**config.mk**
```make
export PLATFORM = sky130hd
export DESIGN_NAME = control_juego
export DESIGN_NICKNAME = d
export VERILOG_FILES = /design/src/rtl/heroe_pkg.sv /design/src/rtl/sincronizador.sv /design/src/rtl/control_juego.sv
export SDC_FILE = /design/constraint.sdc
export NUM_CORES = 1
export LEC_CHECK = 0
export ABC_AREA = 1
export BUFFER_PORTS_ARGS = -buffer_cell sky130_fd_sc_hd__buf_2
export CORE_MARGIN = 2
export CORE_UTILIZATION = 44
export CTS_BUF_LIST = sky130_fd_sc_hd__clkbuf_4 sky130_fd_sc_hd__clkbuf_8
export DETAILED_ROUTE_END_ITERATION = 8
export PLACE_DENSITY_LB_ADDON = 0.25
export SLEW_MARGIN = 20
export SYNTH_ARGS = -nofsm -noshare
export SYNTH_HDL_FRONTEND = slang
export SYNTH_HIERARCHICAL = 1
export SYNTH_SLANG_ARGS = --single-unit
```
**constraint.sdc**
```tcl
create_clock -name clk -period 4.84 [get_ports clk]
set_clock_uncertainty 0.05 [all_clocks]
set_input_delay 0.242 -clock clk [delete_from_list [all_inputs] [get_ports clk]]
set_output_delay 0.242 -clock clk [all_outputs]
set_load 0.01 [all_outputs]
```
**src/rtl/heroe_pkg.sv**
```systemverilog
// Shared game-state codes and helpers for the game controller and the collision checker.
package heroe_pkg;

  typedef enum logic [2:0] {
    OFF  = 3'd0,
    WLCM = 3'd1,
    CH   = 3'd2,
    GAME = 3'd3,
    WL   = 3'd4,
    PA   = 3'd5
  } estado_t;

  localparam int unsigned TIMER_W = 28;

  localparam logic [1:0] RES_NONE = 2'b00;
  localparam logic [1:0] RES_LOST = 2'b01;
  localparam logic [1:0] RES_WON  = 2'b10;

  // Character selection cycles 0 -> 1 -> 2 -> 0.
  function automatic logic [1:0] siguiente_personaje(input logic [1:0] p);
    return (p == 2'd2) ? 2'd0 : p + 2'd1;
  endfunction

endpackage

```
**src/rtl/sincronizador.sv**
```systemverilog
// Two-flop synchronizer for one asynchronous bit into the clk domain.
module sincronizador (
  input  logic clk,
  input  logic rst,
  input  logic d,
  output logic q
);

  logic meta;

  always_ff @(posedge clk) begin
    if (rst) begin
      meta <= 1'b0;
      q    <= 1'b0;
    end else begin
      meta <= d;
      q    <= meta;
    end
  end

endmodule

```
**src/rtl/control_juego.sv**
```systemverilog
// Game controller: power/welcome/character/game/pause/result flow, world progress and bonus score.
module control_juego
  import heroe_pkg::*;
#(
  parameter int unsigned PASOS_MUNDO = 32,
  parameter int unsigned T_WLCM      = 50_000_000,
  parameter int unsigned T_WL        = 150_000_000
) (
  input  logic       clk,
  input  logic       rst,
  input  logic       btn_power,
  input  logic       btn_start,
  input  logic       btn_pausa,
  input  logic       btn_select,
  input  logic       tick_obs,
  input  logic [1:0] W_or_L,
  input  logic       bono_tomado,
  output logic [2:0] presente,
  output logic [1:0] mundo,
  output logic [1:0] personaje,
  output logic [7:0] puntaje,
  output logic [1:0] resultado,
  output logic       en_obs
);

  localparam int unsigned PASO_W = (PASOS_MUNDO > 1) ? $clog2(PASOS_MUNDO) : 1;

  estado_t              state_q, state_d;
  logic [PASO_W-1:0]    paso_q, paso_d;
  logic [TIMER_W-1:0]   timer_q, timer_d;
  logic [1:0]           mundo_d, personaje_d, resultado_d;
  logic [7:0]           puntaje_d;
  logic [1:0]           wl_s;
  logic                 bono_s, bono_prev, bono_flanco;

  sincronizador u_sync_wl0  (.clk(clk), .rst(rst), .d(W_or_L[0]),  .q(wl_s[0]));
  sincronizador u_sync_wl1  (.clk(clk), .rst(rst), .d(W_or_L[1]),  .q(wl_s[1]));
  sincronizador u_sync_bono (.clk(clk), .rst(rst), .d(bono_tomado), .q(bono_s));

  assign bono_flanco = bono_s & ~bono_prev;
  assign presente    = state_q;

  always_ff @(posedge clk) begin
    if (rst) begin
      state_q   <= OFF;
      paso_q    <= '0;
      timer_q   <= '0;
      mundo     <= 2'd0;
      personaje <= 2'd0;
      puntaje   <= 8'd0;
      resultado <= RES_NONE;
      en_obs    <= 1'b0;
      bono_prev <= 1'b0;
    end else begin
      state_q   <= state_d;
      paso_q    <= paso_d;
      timer_q   <= timer_d;
      mundo     <= mundo_d;
      personaje <= personaje_d;
      puntaje   <= puntaje_d;
      resultado <= resultado_d;
      en_obs    <= (state_d == GAME);
      bono_prev <= bono_s;
    end
  end

  // Next state and datapath; power-off outranks everything outside OFF.
  always_comb begin
    state_d     = state_q;
    paso_d      = paso_q;
    timer_d     = timer_q;
    mundo_d     = mundo;
    personaje_d = personaje;
    puntaje_d   = puntaje;
    resultado_d = resultado;

    if (state_q != OFF && btn_power) begin
      state_d     = OFF;
      paso_d      = '0;
      timer_d     = '0;
      mundo_d     = 2'd0;
      puntaje_d   = 8'd0;
      resultado_d = RES_NONE;
    end else begin
      case (state_q)
        OFF: begin
          if (btn_power) begin
            state_d = WLCM;
            timer_d = '0;
          end
        end
        WLCM: begin
          if (btn_start || timer_q == TIMER_W'(T_WLCM - 1)) begin
            state_d = CH;
            timer_d = '0;
          end else begin
            timer_d = timer_q + TIMER_W'(1);
          end
        end
        CH: begin
          if (btn_start) begin
            state_d     = GAME;
            paso_d      = '0;
            mundo_d     = 2'd0;
            puntaje_d   = 8'd0;
            resultado_d = RES_NONE;
          end else if (btn_select) begin
            personaje_d = siguiente_personaje(personaje);
          end
        end
        GAME: begin
          if (bono_flanco && puntaje != 8'hFF) puntaje_d = puntaje + 8'd1;
          // A collision result swallows any tick arriving in the same cycle.
          if (wl_s != 2'b00) begin
            state_d     = WL;
            timer_d     = '0;
            resultado_d = (wl_s == RES_WON) ? RES_WON : RES_LOST;
          end else if (btn_pausa) begin
            state_d = PA;
          end else if (tick_obs) begin
            if (paso_q == PASO_W'(PASOS_MUNDO - 1)) begin
              paso_d = '0;
              if (mundo != 2'd3) mundo_d = mundo + 2'd1;
            end else begin
              paso_d = paso_q + PASO_W'(1);
            end
          end
        end
        PA: begin
          if (btn_pausa) state_d = GAME;
        end
        WL: begin
          if (btn_start) begin
            state_d = CH;
            timer_d = '0;
          end else if (timer_q == TIMER_W'(T_WL - 1)) begin
            state_d = WLCM;
            timer_d = '0;
          end else begin
            timer_d = timer_q + TIMER_W'(1);
          end
        end
        default: state_d = OFF;
      endcase
    end
  end

endmodule

```
Word level (Yosys, flattened, before mapping)
Cells that the tools add are included.

cells by class
  mux-type cells = 36
  order comparisons = 0
  divide/modulo/power cells = 0
  reduce and logical (&&, ||, !) cells = 15
  bitwise operators = 4
  multipliers = 0
  equality and inequality tests = 22
  shift operators = 0
  add/sub/neg operators = 5

operators by type and width
  cell                     number
  $mux W28                 5
  $pmux W28 S4             1
  $add A28 B1 Y28 const B  1
  $eq A28 B26 Y1 const B   1
  $eq A28 B28 Y1 const B   1
  $mux W3                  9
  $mux W5                  5
  $ne A2 B2 Y1 const B     10
  $mux W2                  9
  $pmux W3 S6              1
  $mux W8                  2
  $pmux W8 S2              1
  $pmux W5 S2              1
  $eq A3 B2 Y1 const B     3
  $reduce_and A3 Y1        3
  $add A8 B1 Y8 const B    1
  $ne A8 B8 Y1 const B     1
  $pmux W2 S2              2
  $reduce_and A7 Y1        1
  $eq A3 B3 Y1 const B     2
  $add A5 B1 Y5 const B    1
  $eq A5 B5 Y1 const B     1
  $reduce_and A5 Y1        1
  $add A2 B1 Y2 const B    2
  other kinds (12)         17

word-level totals
  memories = 0
  flip-flop bits (word level) = 58
  memory bits (writable) = 0
  bits of input ports = 10
  latch bits = 0
  logic and storage cells = 97
  ROM bits = 0

Longest topological paths before layout
  depth after elaboration = 7
  gate-level depth with buffers = 11
  depth with buffers taken out = 11

Hierarchy
Netlist, hierarchy kept.

by module, submodules not included
  module         cells each  area each (µm²)  times used  sequential area each (µm²)
  control_juego  446         3,081.7          1           1,041.0
  sincronizador  6           55.1             3           40.0

Worst setup path before layout
No wires, ideal clock.

  kind = reg2reg
  start = register timer_q[0]
  end = register timer_q[12]
  required time = 4,673 ps
  slack = 3,216 ps
  data arrival time = 1,457 ps
  period minus slack after synthesis = 1,624 ps
  stages on the path, launching flop included = 12
  cells stage by stage = dfxtp_1 -> ha_1 -> nand3_1 -> inv_1 -> nand2_1 -> nor2_1 -> nand2_1 -> nand2_2 -> nand3_4 -> nand2_4 -> buf_12 -> nor2_2

on the way
  longest elaborated chain between the ends = 4

ends and longest elaborated chain
  item                                                   line                                       text
  start: declaration                                     control_juego.sv:30                        logic [TIMER_W-1:0] timer_q, timer_d;
  start signal: assignment                               control_juego.sv:57                        timer_q <= timer_d;
  $add A28 B1 Y28 (tied with other cells)                control_juego.sv:97, control_juego.sv:140
  $mux W28 / $logic_or A1 B1 Y1 (equally long branches)  control_juego.sv:136, control_juego.sv:93
  $mux W28 (on tied branches)                            control_juego.sv:133, control_juego.sv:93
  $pmux W28 S4 *                                         control_juego.sv:85                        case (state_q)

Every way passes the cells marked *; elsewhere a longest branch is shown, timed or not.
A chain may end at the register's enable or synchronous reset.

Final worst setup path
  start = register state_q[1] (netlist: presente[1])
  end = register timer_q[0]

on the way
  longest elaborated chain between the ends = 3

ends and longest elaborated chain
  item                                                                    line                 text
  start: declaration                                                      control_juego.sv:28  estado_t state_q, state_d;
  start signal: assignment                                                control_juego.sv:55  state_q <= state_d;
  $eq A3 B3 Y1 (tied with other cells)                                    control_juego.sv:85
  $reduce_bool A4 Y1 (no line) (tied with other cells)                    --
  $reduce_and A3 Y1 (no line) / $reduce_or A2 Y1 (equally long branches)  --

Parallel ways exist; a longest one is shown, timed or not.

==> impl_metrics.ini <==
[sta]
rsz0062_at_grt = false
hold_violations = 0
period_share_pct = 45.2
fin_setup_tns_ns = 0
slew_headroom_pct = 49.2
tightest_slew_ns = 0.759
max_freq_ghz = 0.457
maxSlewViolCount = 0
setup_violations = 0
period_needed_ns = 2.19

[setup_path]
crit_arrival_ns = 2.42
max_stage_delay_ns = 0.59
crit_fanout = 18
reg2reg_depth = 8
critPathKind = reg -> reg
crit_slowest_cell = nor2_1
reg2reg_from = presente[1]$_SDFF_PP0_
timing.rr.end = timer_q[0]$_SDFFE_PP0P_
cp.required_ns = 5.08
cp.buffers_inverters = 1
end_kind = flop
path_delay_family = simple AND/OR/NAND/NOR gates
crit_path_cell_trace = nand2_1, nor2_1, nand2_2, inv_2, nor2_4, nand3_4, nand2_4, a21oi_1
start_kind = flop
reg2reg_slack_ns = 2.65

[die]
die_h_um = 89.9
core_um2 = 7210
dieWidth_um = 89.9
dieArea_um2 = 8080
start_util_pct = 45.0
row_count = 31
io_pins = 28

[worst_hold_path]
min_to = u_sync_bono/meta$_SDFF_PP0_
hold_start = bono_tomado
hold_depth = 3
hold_path.class = in -> reg

[finish]
fin_area_um2 = 3680
fin_util_pct = 51.0
area_growth_pct = 13.4
instances_no_fill = 601
antenna_cells = 0
drive_gt1_share_pct = 18.7
n_fill_cell = 758
finalNetCount = 512

[yosys]
syn_area_um2 = 3250
postSynthAreaPerCell_um2 = 7.00
yosys_warnings = 6
synth-seq-area-share_pct = 35.8
synth_nets = 479
syn_inst = 464
synth.distinct_cells = 39
ys_ff_latch = 58

[grt]
grt_max_degree = 19
grt_pass1_vias = 2797
grt_pass1_wl_mm = 12.6
antenna_found_initial = 0
gr-usage-all-layers_pct = 19.4
overflow = 0

[route]
wire_per_inst_um = 12.4
drc = 0
drt-total-wl_mm = 7.42
vias_per_cell = 4.96
drt_iter0_drc = 184
ant_nets = 0
routed-via-count = 2979
first_pass_iters = 4

[place]
place_inst = 585
dpl_cell_area_um2 = 3450
io_buffers = 27
gp_congestion = 0.893
dp_hpwl_mm = 5.54

[pwr]
comb_power_share_pct = 10.4
p_switching_mw = 0.316
p_sw_share_pct = 28.0
ir_drop_v = 0.000148
pwr-share-clk_pct = 45.8
p_per_area_nw_per_um2 = 307
seq_power_share_pct = 43.8
p_int_mw = 0.814
p_leak_nw = 1.59

[clocking]
worstSkewPairLatency_ns = 0.35
cts_tree = yes
cts_setup_buffers = 0
clk_pin_slew_ns = 0.08
h-tree-depth = 3
cts_root_buffer = clkbuf_8
cts_buffers = 9
clock-sinks = 58
hold_buffers = 0
cts_resized = 0
clk_path_buf_depth = 2

[flow_run]
drv_cap = 0

[outcome]
status = completed
cell usage in the layout (no fill, tap or decap), drive strengths merged, types with 2 or more instances in the layout:
master,count
inv,69
a31oi,3
buf,27
xor2,11
nor3,13
ha,5
bufinv,2
xnor2,3
nor3b,2
nor2,94
nand3,35
o21ai,19
a21oi,17
nand4,13
dfxtp,58
clkinv,3
nor4,3
o211a,2
a22oi,2
and3,2
nand2,99
nand3b,6
clkbuf,9
area by class of cell:
cell class                 instances  area, um^2  share of cell area [%]
clock inverter                     7         103                    2.79
timing repair buffer              27         135                    3.67
multi-input combinational        333        1780                    48.3
sequential                        58        1160                    31.5
clock buffer                       9         124                    3.37
inverter                          68         255                    6.93
tap                               99         124                    3.37
worst max-delay path by stage:
stage	from	to	slack, ns	cells past startpoint
final	presente[1]$_SDFF_PP0_	timer_q[0]$_SDFFE_PP0P_	2.65	8
after global routing	presente[1]$_SDFF_PP0_	timer_q[0]$_SDFFE_PP0P_	2.43	8
after CTS	presente[1]$_SDFF_PP0_	timer_q[0]$_SDFFE_PP0P_	2.64	8
after detailed placement	presente[1]$_SDFF_PP0_	timer_q[0]$_SDFFE_PP0P_	2.65	8
after global placement	presente[1]$_SDFF_PP0_	timer_q[0]$_SDFFE_PP0P_	2.70	8
after floorplan	timer_q[0]$_SDFFE_PP0P_	timer_q[12]$_SDFFE_PP0P_	3.22	11
metal layers:
| layer | track usage (%) | up-vias | part of all wire [%] |
|---|---|---|---|
| li1 | - | 1563 | - |
| met1 | 24.3 | 1356 | 46 |
| met2 | 31.6 | 49 | 47 |
| met3 | 6.20 | 11 | 4.9 |
| met4 | 6.79 | 0 | 1.6 |
| met5 | 0 | - | 0 |
cells by family after synthesis:
group	count (synthesis)	synth area share (%)
multiplexers	1	0.308
flip-flops	58	35.8
adder cells (fa/ha/maj)	5	1.93
buffers and inverters	73	9.44
XOR/XNOR	14	3.78
AO/OA/AOI/OAI	45	7.86
AND/OR/NAND/NOR	268	40.9
registers in the layout, summed over array words and instances (netlist names), 2 cells and up:
register	flops
resultado	2
paso_q	5
mundo	2
timer_q	28
presente	3
puntaje	8
personaje	2
synth_stat cells, drive strengths merged:
| master | instances | share of area [%] |
|---|---|---|
| a31oi | 3 | 0.58 |
| ha | 5 | 1.9 |
| xnor2 | 3 | 0.81 |
| or2 | 1 | 0.19 |
| a21oi | 17 | 2.6 |
| nand2 | 99 | 12 |
| nand3b | 6 | 1.4 |
| a211oi | 1 | 0.23 |
| nor3b | 2 | 0.77 |
| buf | 5 | 1.6 |
| mux2i | 1 | 0.31 |
| nand4 | 13 | 2.5 |
| o211a | 2 | 0.62 |
| o22ai | 1 | 0.19 |
| nor3 | 13 | 2.5 |
| nor2 | 94 | 14 |
| and3 | 2 | 0.39 |
| inv | 68 | 7.9 |
| dfxtp | 58 | 36 |
| nand3 | 35 | 6.6 |
| xor2 | 11 | 3.0 |
| o21ai | 19 | 3.2 |
| a22oi | 2 | 0.46 |
| nor4 | 3 | 0.58 |
stage by stage:
stage / hold slack [ns] / setup WS [ns] / total power, mW
floorplan: 0.261 / 3.22 / 0.599
global placement: 0.340 / 2.70 / 0.623
detailed placement: 0.349 / 2.65 / 0.624
CTS: 0.0275 / 2.64 / 1.14
global route: 0.0451 / 2.43 / 1.18
finish: 0.0403 / 2.65 / 1.13
power groups by stage:
stage / sequential, mW / clock, mW / combinational, mW
floorplan: 0.506 / 0 / 0.0924
global placement: 0.505 / 0 / 0.119
detailed placement: 0.505 / 0 / 0.119
CTS: 0.494 / 0.528 / 0.119
global route: 0.496 / 0.548 / 0.133
finish: 0.494 / 0.517 / 0.118
worst register-to-register path, cell delays in order, from the launching register on:
cell and delay, ns:
dfxtp_1 0.46, nand2_1 0.08, nor2_1 0.59, nand2_2 0.19, inv_2 0.13, nor2_4 0.10, nand3_4 0.18, nand2_4 0.20
a21oi_1 0.16
Power figures use the tool's default switching activity.
